**config.mk**
```make
export PLATFORM = sky130hd
export DESIGN_NAME = pll_lock_supervisor
export DESIGN_NICKNAME = d
export VERILOG_FILES = /design/src/rtl/pll_sup_pkg.sv /design/src/rtl/ref_edge_sync.sv /design/src/rtl/pll_lock_supervisor.sv
export SDC_FILE = /design/constraint.sdc
export NUM_CORES = 1
export LEC_CHECK = 0
export ABC_AREA = 1
export BUFFER_PORTS_ARGS = -buffer_cell sky130_fd_sc_hd__buf_4
export CORE_UTILIZATION = 40
export DETAILED_ROUTE_END_ITERATION = 7
export SLEW_MARGIN = 20
export SYNTH_ARGS = -nofsm -noshare
export SYNTH_HDL_FRONTEND = slang
export SYNTH_SLANG_ARGS = --single-unit
```
**constraint.sdc**
```tcl
create_clock -name i_clk -period 2 [get_ports i_clk]
set_clock_uncertainty 0.05 [all_clocks]
set_input_delay 0.1 -clock i_clk [delete_from_list [all_inputs] [get_ports i_clk]]
set_output_delay 0.1 -clock i_clk [all_outputs]
set_load 0.03 [all_outputs]
```
**src/rtl/pll_sup_pkg.sv**
```systemverilog
// -----------------------------------------------------------------------------
// pll_sup_pkg
// Shared definitions for the PLL lock supervisor: FSM state encoding, default
// parameter values and the helper that sizes saturating counters so they can
// hold their terminal value.
// Ports: none (package).
// Configuration macro used elsewhere: PLL_SUP_LOSS_CNT_EN.
// -----------------------------------------------------------------------------
package pll_sup_pkg;

    typedef enum logic [2:0] {
        ST_IDLE     = 3'd0,
        ST_SEED     = 3'd1,
        ST_ACQUIRE  = 3'd2,
        ST_TRACK    = 3'd3,
        ST_HOLDOVER = 3'd4
    } state_t;

    // Width needed for a counter that must be able to hold max_val itself.
    function automatic int cnt_width(input int max_val);
        return (max_val < 2) ? 1 : $clog2(max_val + 1);
    endfunction

    localparam int DEF_INCR_W       = 17;
    localparam int DEF_INCR_MIN     = 400;
    localparam int DEF_INCR_MAX     = 800;
    localparam int DEF_INCR_STEP    = 25;
    localparam int DEF_ACQ_EDGES    = 64;
    localparam int DEF_LOCK_EDGES   = 16;
    localparam int DEF_UNLOCK_EDGES = 4;
    localparam int DEF_EDGE_TIMEOUT = 2**20;

    localparam int DEF_ACQ_CNT_W = $clog2(DEF_ACQ_EDGES + 1);
    localparam int DEF_LK_CNT_W  = $clog2(DEF_LOCK_EDGES + 1);
    localparam int DEF_UL_CNT_W  = $clog2(DEF_UNLOCK_EDGES + 1);
    localparam int DEF_TO_CNT_W  = $clog2(DEF_EDGE_TIMEOUT + 1);

    localparam int LOSS_CNT_W = 16;

endpackage

```
**src/rtl/ref_edge_sync.sv**
```systemverilog
// -----------------------------------------------------------------------------
// ref_edge_sync
// Two-flop synchroniser for the asynchronous reference pin followed by a
// registered rising-edge strobe. The strobe is high for one clk, three clk
// after the pin rises.
// Ports:
//   i_clk    in  system clock
//   i_rst    in  asynchronous active-high reset
//   i_ref_in in  raw reference pin (asynchronous)
//   o_edge   out one-cycle rising-edge strobe
// -----------------------------------------------------------------------------
module ref_edge_sync (
    input  logic i_clk,
    input  logic i_rst,
    input  logic i_ref_in,
    output logic o_edge
);

    logic r_q1;
    logic r_q2;
    logic r_edge;

    always_ff @(posedge i_clk or posedge i_rst) begin
        if (i_rst) begin
            r_q1   <= 1'b0;
            r_q2   <= 1'b0;
            r_edge <= 1'b0;
        end else begin
            r_q1   <= i_ref_in;
            r_q2   <= r_q1;
            r_edge <= r_q1 & ~r_q2;
        end
    end

    assign o_edge = r_edge;

endmodule

```
**src/rtl/pll_lock_supervisor.sv**
```systemverilog
// -----------------------------------------------------------------------------
// pll_lock_supervisor
// Sequences the dithered PLL core: loads a phase-increment seed, sweeps seeds
// until lock qualifies, selects coarse/fine loop gain, detects loss of lock
// and reference dropout (holdover).
//
// state       | meaning
// ------------+-----------------------------------------------------------
// IDLE     0  | first cycle after reset release
// SEED     1  | one-cycle seed load pulse to the PLL
// ACQUIRE  2  | coarse gain, counting consecutive locked reference edges
// TRACK    3  | fine gain, lock_ok, counting consecutive unlocked edges
// HOLDOVER 4  | reference lost, PLL increment frozen until next edge
//
// Ports:
//   i_clk, i_rst    system clock, asynchronous active-high reset
//   i_ref_in        raw reference pin (asynchronous)
//   i_pll_locked    per-cycle lock flag from the PLL core
//   o_pll_seed      signed increment word for the PLL
//   o_pll_seed_ld   one-cycle load strobe for o_pll_seed
//   o_pll_hold      PLL holdover request
//   o_pll_fine      0 = coarse, 1 = fine loop gain
//   o_lock_ok       qualified lock
//   o_state         current FSM state (debug)
//   o_loss_cnt      lock-loss counter, only when PLL_SUP_LOSS_CNT_EN is defined
// -----------------------------------------------------------------------------
module pll_lock_supervisor
    import pll_sup_pkg::*;
#(
    parameter int INCR_W       = DEF_INCR_W,
    parameter int INCR_MIN     = DEF_INCR_MIN,
    parameter int INCR_MAX     = DEF_INCR_MAX,
    parameter int INCR_STEP    = DEF_INCR_STEP,
    parameter int ACQ_EDGES    = DEF_ACQ_EDGES,
    parameter int LOCK_EDGES   = DEF_LOCK_EDGES,
    parameter int UNLOCK_EDGES = DEF_UNLOCK_EDGES,
    parameter int EDGE_TIMEOUT = DEF_EDGE_TIMEOUT
) (
    input  logic                     i_clk,
    input  logic                     i_rst,
    input  logic                     i_ref_in,
    input  logic                     i_pll_locked,
    output logic signed [INCR_W-1:0] o_pll_seed,
    output logic                     o_pll_seed_ld,
    output logic                     o_pll_hold,
    output logic                     o_pll_fine,
    output logic                     o_lock_ok,
    output logic [2:0]               o_state
`ifdef PLL_SUP_LOSS_CNT_EN
    ,
    output logic [LOSS_CNT_W-1:0]    o_loss_cnt
`endif
);

    localparam int C_ACQ_W = cnt_width(ACQ_EDGES);
    localparam int C_LK_W  = cnt_width(LOCK_EDGES);
    localparam int C_UL_W  = cnt_width(UNLOCK_EDGES);
    localparam int C_TO_W  = cnt_width(EDGE_TIMEOUT);

    localparam logic [C_ACQ_W-1:0] C_ACQ_MAX = C_ACQ_W'(ACQ_EDGES);
    localparam logic [C_LK_W-1:0]  C_LK_MAX  = C_LK_W'(LOCK_EDGES);
    localparam logic [C_UL_W-1:0]  C_UL_MAX  = C_UL_W'(UNLOCK_EDGES);
    localparam logic [C_TO_W-1:0]  C_TO_MAX  = C_TO_W'(EDGE_TIMEOUT);
    localparam logic [C_TO_W-1:0]  C_TO_LAST = C_TO_W'(EDGE_TIMEOUT - 1);

    localparam logic signed [INCR_W-1:0] C_SEED_MIN   = INCR_W'(INCR_MIN);
    localparam logic signed [INCR_W:0]   C_SEED_MAX_X = (INCR_W+1)'(INCR_MAX);

    logic                     w_edge;
    state_t                   r_state;
    state_t                   w_state_nxt;
    logic                     w_state_chg;
    logic                     w_in_run;
    logic                     w_timeout;

    logic [C_ACQ_W-1:0]       r_edge_cnt;
    logic [C_LK_W-1:0]        r_lk_cnt;
    logic [C_UL_W-1:0]        r_ul_cnt;
    logic [C_TO_W-1:0]        r_to_cnt;
    logic [C_ACQ_W-1:0]       w_edge_cnt_nxt;
    logic [C_LK_W-1:0]        w_lk_nxt;
    logic [C_UL_W-1:0]        w_ul_nxt;
    logic [C_TO_W-1:0]        w_to_nxt;

    logic signed [INCR_W-1:0] r_seed;
    logic signed [INCR_W:0]   w_seed_sum;
    logic signed [INCR_W-1:0] w_seed_wrap;

    ref_edge_sync u_ref_edge_sync (
        .i_clk    (i_clk),
        .i_rst    (i_rst),
        .i_ref_in (i_ref_in),
        .o_edge   (w_edge)
    );

    // Saturating next values; applied only on edge cycles in the owning state.
    always_comb begin
        w_lk_nxt = '0;
        if (i_pll_locked)
            w_lk_nxt = (r_lk_cnt >= C_LK_MAX) ? r_lk_cnt : r_lk_cnt + 1'b1;
        w_ul_nxt = '0;
        if (!i_pll_locked)
            w_ul_nxt = (r_ul_cnt >= C_UL_MAX) ? r_ul_cnt : r_ul_cnt + 1'b1;
        w_edge_cnt_nxt = (r_edge_cnt >= C_ACQ_MAX) ? r_edge_cnt : r_edge_cnt + 1'b1;
        w_to_nxt       = (r_to_cnt >= C_TO_MAX) ? r_to_cnt : r_to_cnt + 1'b1;
    end

    // One bit of headroom so the step past INCR_MAX cannot overflow the seed.
    assign w_seed_sum  = {r_seed[INCR_W-1], r_seed} + (INCR_W+1)'(INCR_STEP);
    assign w_seed_wrap = (w_seed_sum > C_SEED_MAX_X) ? C_SEED_MIN : w_seed_sum[INCR_W-1:0];

    assign w_in_run  = (r_state == ST_ACQUIRE) || (r_state == ST_TRACK);
    // Fires on the EDGE_TIMEOUT-th consecutive edgeless cycle.
    assign w_timeout = w_in_run && !w_edge && (r_to_cnt >= C_TO_LAST);

    always_ff @(posedge i_clk or posedge i_rst) begin
        if (i_rst) r_state <= ST_IDLE;
        else       r_state <= w_state_nxt;
    end

    always_comb begin
        w_state_nxt = r_state;
        case (r_state)
            ST_IDLE:     w_state_nxt = ST_SEED;
            ST_SEED:     w_state_nxt = ST_ACQUIRE;
            ST_ACQUIRE: begin
                // Dropout outranks the lock/window decisions.
                if (w_timeout)
                    w_state_nxt = ST_HOLDOVER;
                else if (w_edge && (w_lk_nxt == C_LK_MAX))
                    w_state_nxt = ST_TRACK;
                else if (w_edge && (w_edge_cnt_nxt == C_ACQ_MAX))
                    w_state_nxt = ST_SEED;
            end
            ST_TRACK: begin
                if (w_timeout)
                    w_state_nxt = ST_HOLDOVER;
                else if (w_edge && (w_ul_nxt == C_UL_MAX))
                    w_state_nxt = ST_ACQUIRE;
            end
            ST_HOLDOVER: if (w_edge) w_state_nxt = ST_SEED;
            default:     w_state_nxt = ST_IDLE;
        endcase
    end

    assign w_state_chg = (w_state_nxt != r_state);

    always_comb begin
        o_pll_seed_ld = 1'b0;
        o_pll_hold    = 1'b0;
        o_pll_fine    = 1'b0;
        o_lock_ok     = 1'b0;
        case (r_state)
            ST_SEED:     o_pll_seed_ld = 1'b1;
            ST_TRACK: begin
                o_pll_fine = 1'b1;
                o_lock_ok  = 1'b1;
            end
            ST_HOLDOVER: o_pll_hold    = 1'b1;
            default: ;
        endcase
    end

    always_ff @(posedge i_clk or posedge i_rst) begin
        if (i_rst) begin
            r_edge_cnt <= '0;
            r_lk_cnt   <= '0;
            r_ul_cnt   <= '0;
            r_to_cnt   <= '0;
            r_seed     <= C_SEED_MIN;
        end else begin
            if (w_state_chg) begin
                r_lk_cnt <= '0;
                r_ul_cnt <= '0;
                r_to_cnt <= '0;
            end else begin
                if (r_state == ST_ACQUIRE && w_edge) r_lk_cnt <= w_lk_nxt;
                if (r_state == ST_TRACK && w_edge)   r_ul_cnt <= w_ul_nxt;
                if (w_in_run)                        r_to_cnt <= w_edge ? '0 : w_to_nxt;
            end

            // Window progress survives TRACK excursions; only a new seed restarts it.
            if (w_state_nxt == ST_SEED && r_state != ST_SEED)
                r_edge_cnt <= '0;
            else if (r_state == ST_ACQUIRE && w_edge)
                r_edge_cnt <= w_edge_cnt_nxt;

            if (r_state == ST_ACQUIRE && w_state_nxt == ST_SEED)
                r_seed <= w_seed_wrap;
        end
    end

`ifdef PLL_SUP_LOSS_CNT_EN
    logic [LOSS_CNT_W-1:0] r_loss_cnt;

    always_ff @(posedge i_clk or posedge i_rst) begin
        if (i_rst)
            r_loss_cnt <= '0;
        else if (r_state == ST_TRACK && w_state_chg && (r_loss_cnt != '1))
            r_loss_cnt <= r_loss_cnt + 1'b1;
    end

    assign o_loss_cnt = r_loss_cnt;
`endif

    assign o_pll_seed = r_seed;
    assign o_state    = r_state;

endmodule

```
==> results.sh <==
export IMPL_outcome="finished with violations"
export IMPL_violations="negative setup slack"
export IMPL_yosysSeqAreaShare_pct=37.3
export IMPL_hold_viol=0
export IMPL_routedWlPerCell_um=13.4
export IMPL_critPathCaptureType="flop"
export IMPL_grt_overflow=0
export IMPL_final_period_utilization_pct=110
export IMPL_critPathBufInv=3
export IMPL_clk_path_buf_depth=2
export IMPL_top_level_ports=28
export IMPL_grt_pass1_vias=3971
export IMPL_clock_sinks=59
export IMPL_area_growth_pct=38.7
export IMPL_post_dp_cell_area_sq_um=4810
export IMPL_cts_root_buf="clkbuf_8"
export IMPL_wl_um=10900
export IMPL_synth_area_sq_um=3970
export IMPL_fin_util_pct=58.4
export IMPL_ys_types=43
export IMPL_syn_num_nets=584
export IMPL_grt_util_met3_pct=3.11
export IMPL_synthArstFlopShare_pct=100
export IMPL_drc_errors=0
export IMPL_timing_final_ws_setup_ns=-0.195
export IMPL_crit_path_frequent_cell="nand2_2"
export IMPL_synth_top_family_by_area="simple AND/OR/NAND/NOR gates"
export IMPL_die_y_um=102
export IMPL_avgSynthCellArea_sq_um=6.95
export IMPL_slowest_delay_ns=0.46
export IMPL_finalCriticalPeriod_ns=2.20
export IMPL_crit_type="flop to flop"
export IMPL_leakagePower_nw=2.62
export IMPL_vias_per_cell=5.04
export IMPL_power_density_nw_per_um2=1140
export IMPL_final_common_cell="nand2_1"
export IMPL_yosys_warnings=0
export IMPL_antenna_found_initial=0
export IMPL_start_util_pct=42.1
export IMPL_synth_edf_count=0
export IMPL_synth_simple_area_share_pct=36.8
export IMPL_vias=4084
export IMPL_fin_setup_tns_ns=-8.20
export IMPL_hpwl_um=7390
export IMPL_grt_pass1_wl_um=18200
export IMPL_cp_max_fo=12
export IMPL_power_mw=6.25
export IMPL_clk_transition_reported_paths_ns=0.07
export IMPL_tightest_slew_ns=0.554
export IMPL_timing_fmax_mhz=455
export IMPL_dieArea_sq_um=10300
export IMPL_final_cell_mix="152 x nand2_1, 93 x buf_4, 60 x inv_1, 57 x nor2_1, 50 x dfrtp_1"
export IMPL_cts_buffers=9
export IMPL_met2_usage_pct=38.4
export IMPL_core_sq_um=9420
export IMPL_synthMuxAreaShare_pct=0
export IMPL_synthCells=571
export IMPL_pre_cts_ws_ns=-0.206
export IMPL_finalSetupViolations=51
export IMPL_dieWidth_um=102
export IMPL_slew_viol_final=0
export IMPL_rsz0062_at_grt="yes"
export IMPL_cp_slowest_cell="dfrtp_2"
export IMPL_nets=690
export IMPL_use_met1_pct=29.7
export IMPL_detail_route_first_pass_iterations=4
export IMPL_clk_latency_ns=0.35
export IMPL_num_rows=35
export IMPL_grt_total_usage_pct=22.7
export IMPL_maxCapViolCount=0
export IMPL_final_layout_size_suffix_gt1_share_pct=31.4
export IMPL_hold_class="input pin to flop"
export IMPL_required_ns=2.18
export IMPL_cts_tree="yes"
export IMPL_synth_xor_area_share_pct=2.43
export IMPL_drt_iter0_drc=187
export IMPL_ant_nets=0
export IMPL_place_gp_congestion=0.917
export IMPL_htree_levels=3
export IMPL_diodes=0
export IMPL_cp_arrival_ns=2.37
export IMPL_ff2ff_setup_slack_ns=-0.20
export IMPL_crit_chain="inv_4 > ha_4 > inv_2 > nand2_2 > nand2_2 > nand3_2 > nor2_2 > nand2_1 > nand2_1 > nand2_1 > nand2_2 > nand2_4 > nand2_8 > nand2_2 > nand2_4 > buf_12 > nor2_1"
export IMPL_grt_busiest_layer="met2"
export IMPL_max_slew_margin_pct=63.0
export IMPL_portBuffers=27
export IMPL_synthAdderAreaFrac_pct=2.84
export IMPL_stdcell_area_sq_um=5500
export IMPL_synth_compound_area_share_pct=10.9
export IMPL_startpoint_type="flop"
export IMPL_crit_family="simple AND/OR/NAND/NOR gates"
export IMPL_synth_ff_type="dfrtp_1"
export IMPL_grt_max_degree=25
export IMPL_vdd_drop_max_uv=841
export IMPL_ys_ff_latch=59
==> report_power, final <==
| group | leakage (nW) | switching, mW | internal, mW |
|---|---|---|---|
| sequential | 0.780 | 0.272 | 1.41 |
| combinational | 1.71 | 1.73 | 1.43 |
| clock | 0.123 | 0.499 | 0.897 |
==> kinds of logic (layout without fill, tap and decap cells) <==
group                      count (synthesis)  count (layout)
xor gates and xnor gates                  11              11
adders and majority gates                  9               9
buffers and inverters                     85             193
DFF                                       59              59
and+or+nand+nor                          333             336
AOI/OAI and AO/OA                         74              74
==> sequential cells by signal (all words and copies together), names as in the netlist, 3 cells and up <==
name,count
r_to_cnt,21
o_pll_seed,17
r_edge_cnt,7
r_lk_cnt,5
o_state,3
r_ul_cnt,3
==> Yosys cell counts, drive strengths merged, types with 2 or more instances <==
| library cell | count | area share, % |
|---|---|---|
| a21boi | 3 | 0.57 |
| a21oi | 29 | 3.8 |
| a22oi | 3 | 0.57 |
| a32oi | 2 | 0.44 |
| buf | 13 | 2.7 |
| dfrtp | 56 | 35 |
| dfstp | 3 | 2.0 |
| ha | 9 | 2.8 |
| inv | 70 | 6.8 |
| nand2 | 174 | 17 |
| nand3 | 48 | 6.7 |
| nand4 | 11 | 1.9 |
| nor2 | 87 | 9.1 |
| nor3 | 11 | 1.4 |
| o21ai | 23 | 2.9 |
| o21bai | 4 | 0.76 |
| o221ai | 2 | 0.44 |
| o22ai | 2 | 0.32 |
| xnor2 | 5 | 1.1 |
| xor2 | 6 | 1.3 |
==> layout make-up <==
class | instances | area, sq um
Multi-Input combinational cell | 430 | 2400
Fill cell | 843 | 3910
Clock inverter | 4 | 97.6
Inverter | 71 | 279
Clock buffer | 12 | 155
Tap cell | 129 | 161
Sequential cell | 59 | 1490
Timing Repair Buffer | 106 | 917
==> per-stage QoR <==
| step | cells | hold slack, ns |
|---|---|---|
| final | 811 | 0.132 |
| after detailed placement | 776 | 0.148 |
| after global routing | 811 | 0.145 |
| after CTS | 807 | 0.116 |
| after floorplan | 571 | 0.0814 |
| after global placement | 776 | 0.134 |
==> worst paths after layout <==
check | to | start | depth (start not counted)
max reg2reg | r_to_cnt[4] | r_edge_cnt[0] | 17
min | r_ul_cnt[2] | i_pll_locked | 4
max | r_to_cnt[4] | r_edge_cnt[0] | 17
max in group asynchronous | r_edge_cnt[0] | i_rst | 4
min reg2reg | u_ref_edge_sync.o_edge | u_ref_edge_sync.r_q2 | 1
min in group asynchronous | o_pll_seed[0] | i_rst | 3
==> repair_timing <==
action / 4_1_cts / 5_1_grt
hold endpoints to repair: 20 / 0
pin swaps: 22 / 22
setup buffers: 11 / 2
hold buffers: 2 / 0
resized for setup: 49 / 26
setup endpoints to repair: 51 / 52
cloned: 2 / 2
==> routing by layer <==
metal / vias up / share of wire [%]
met5: - / 0
met1: 1949 / 45
li1: 2049 / -
met4: 0 / 1.2
met2: 74 / 50
met3: 12 / 4.0
==> worst register-to-register path: cells and delay by family (launching register included) <==
family | cells | cell delay (ns)
buffers and inverters | 3 | 0.30
adders and majority gates | 1 | 0.20
and+or+nand+nor | 13 | 1.07
DFF | 1 | 0.46
No activity file was read; power rests on OpenSTA's default activity.
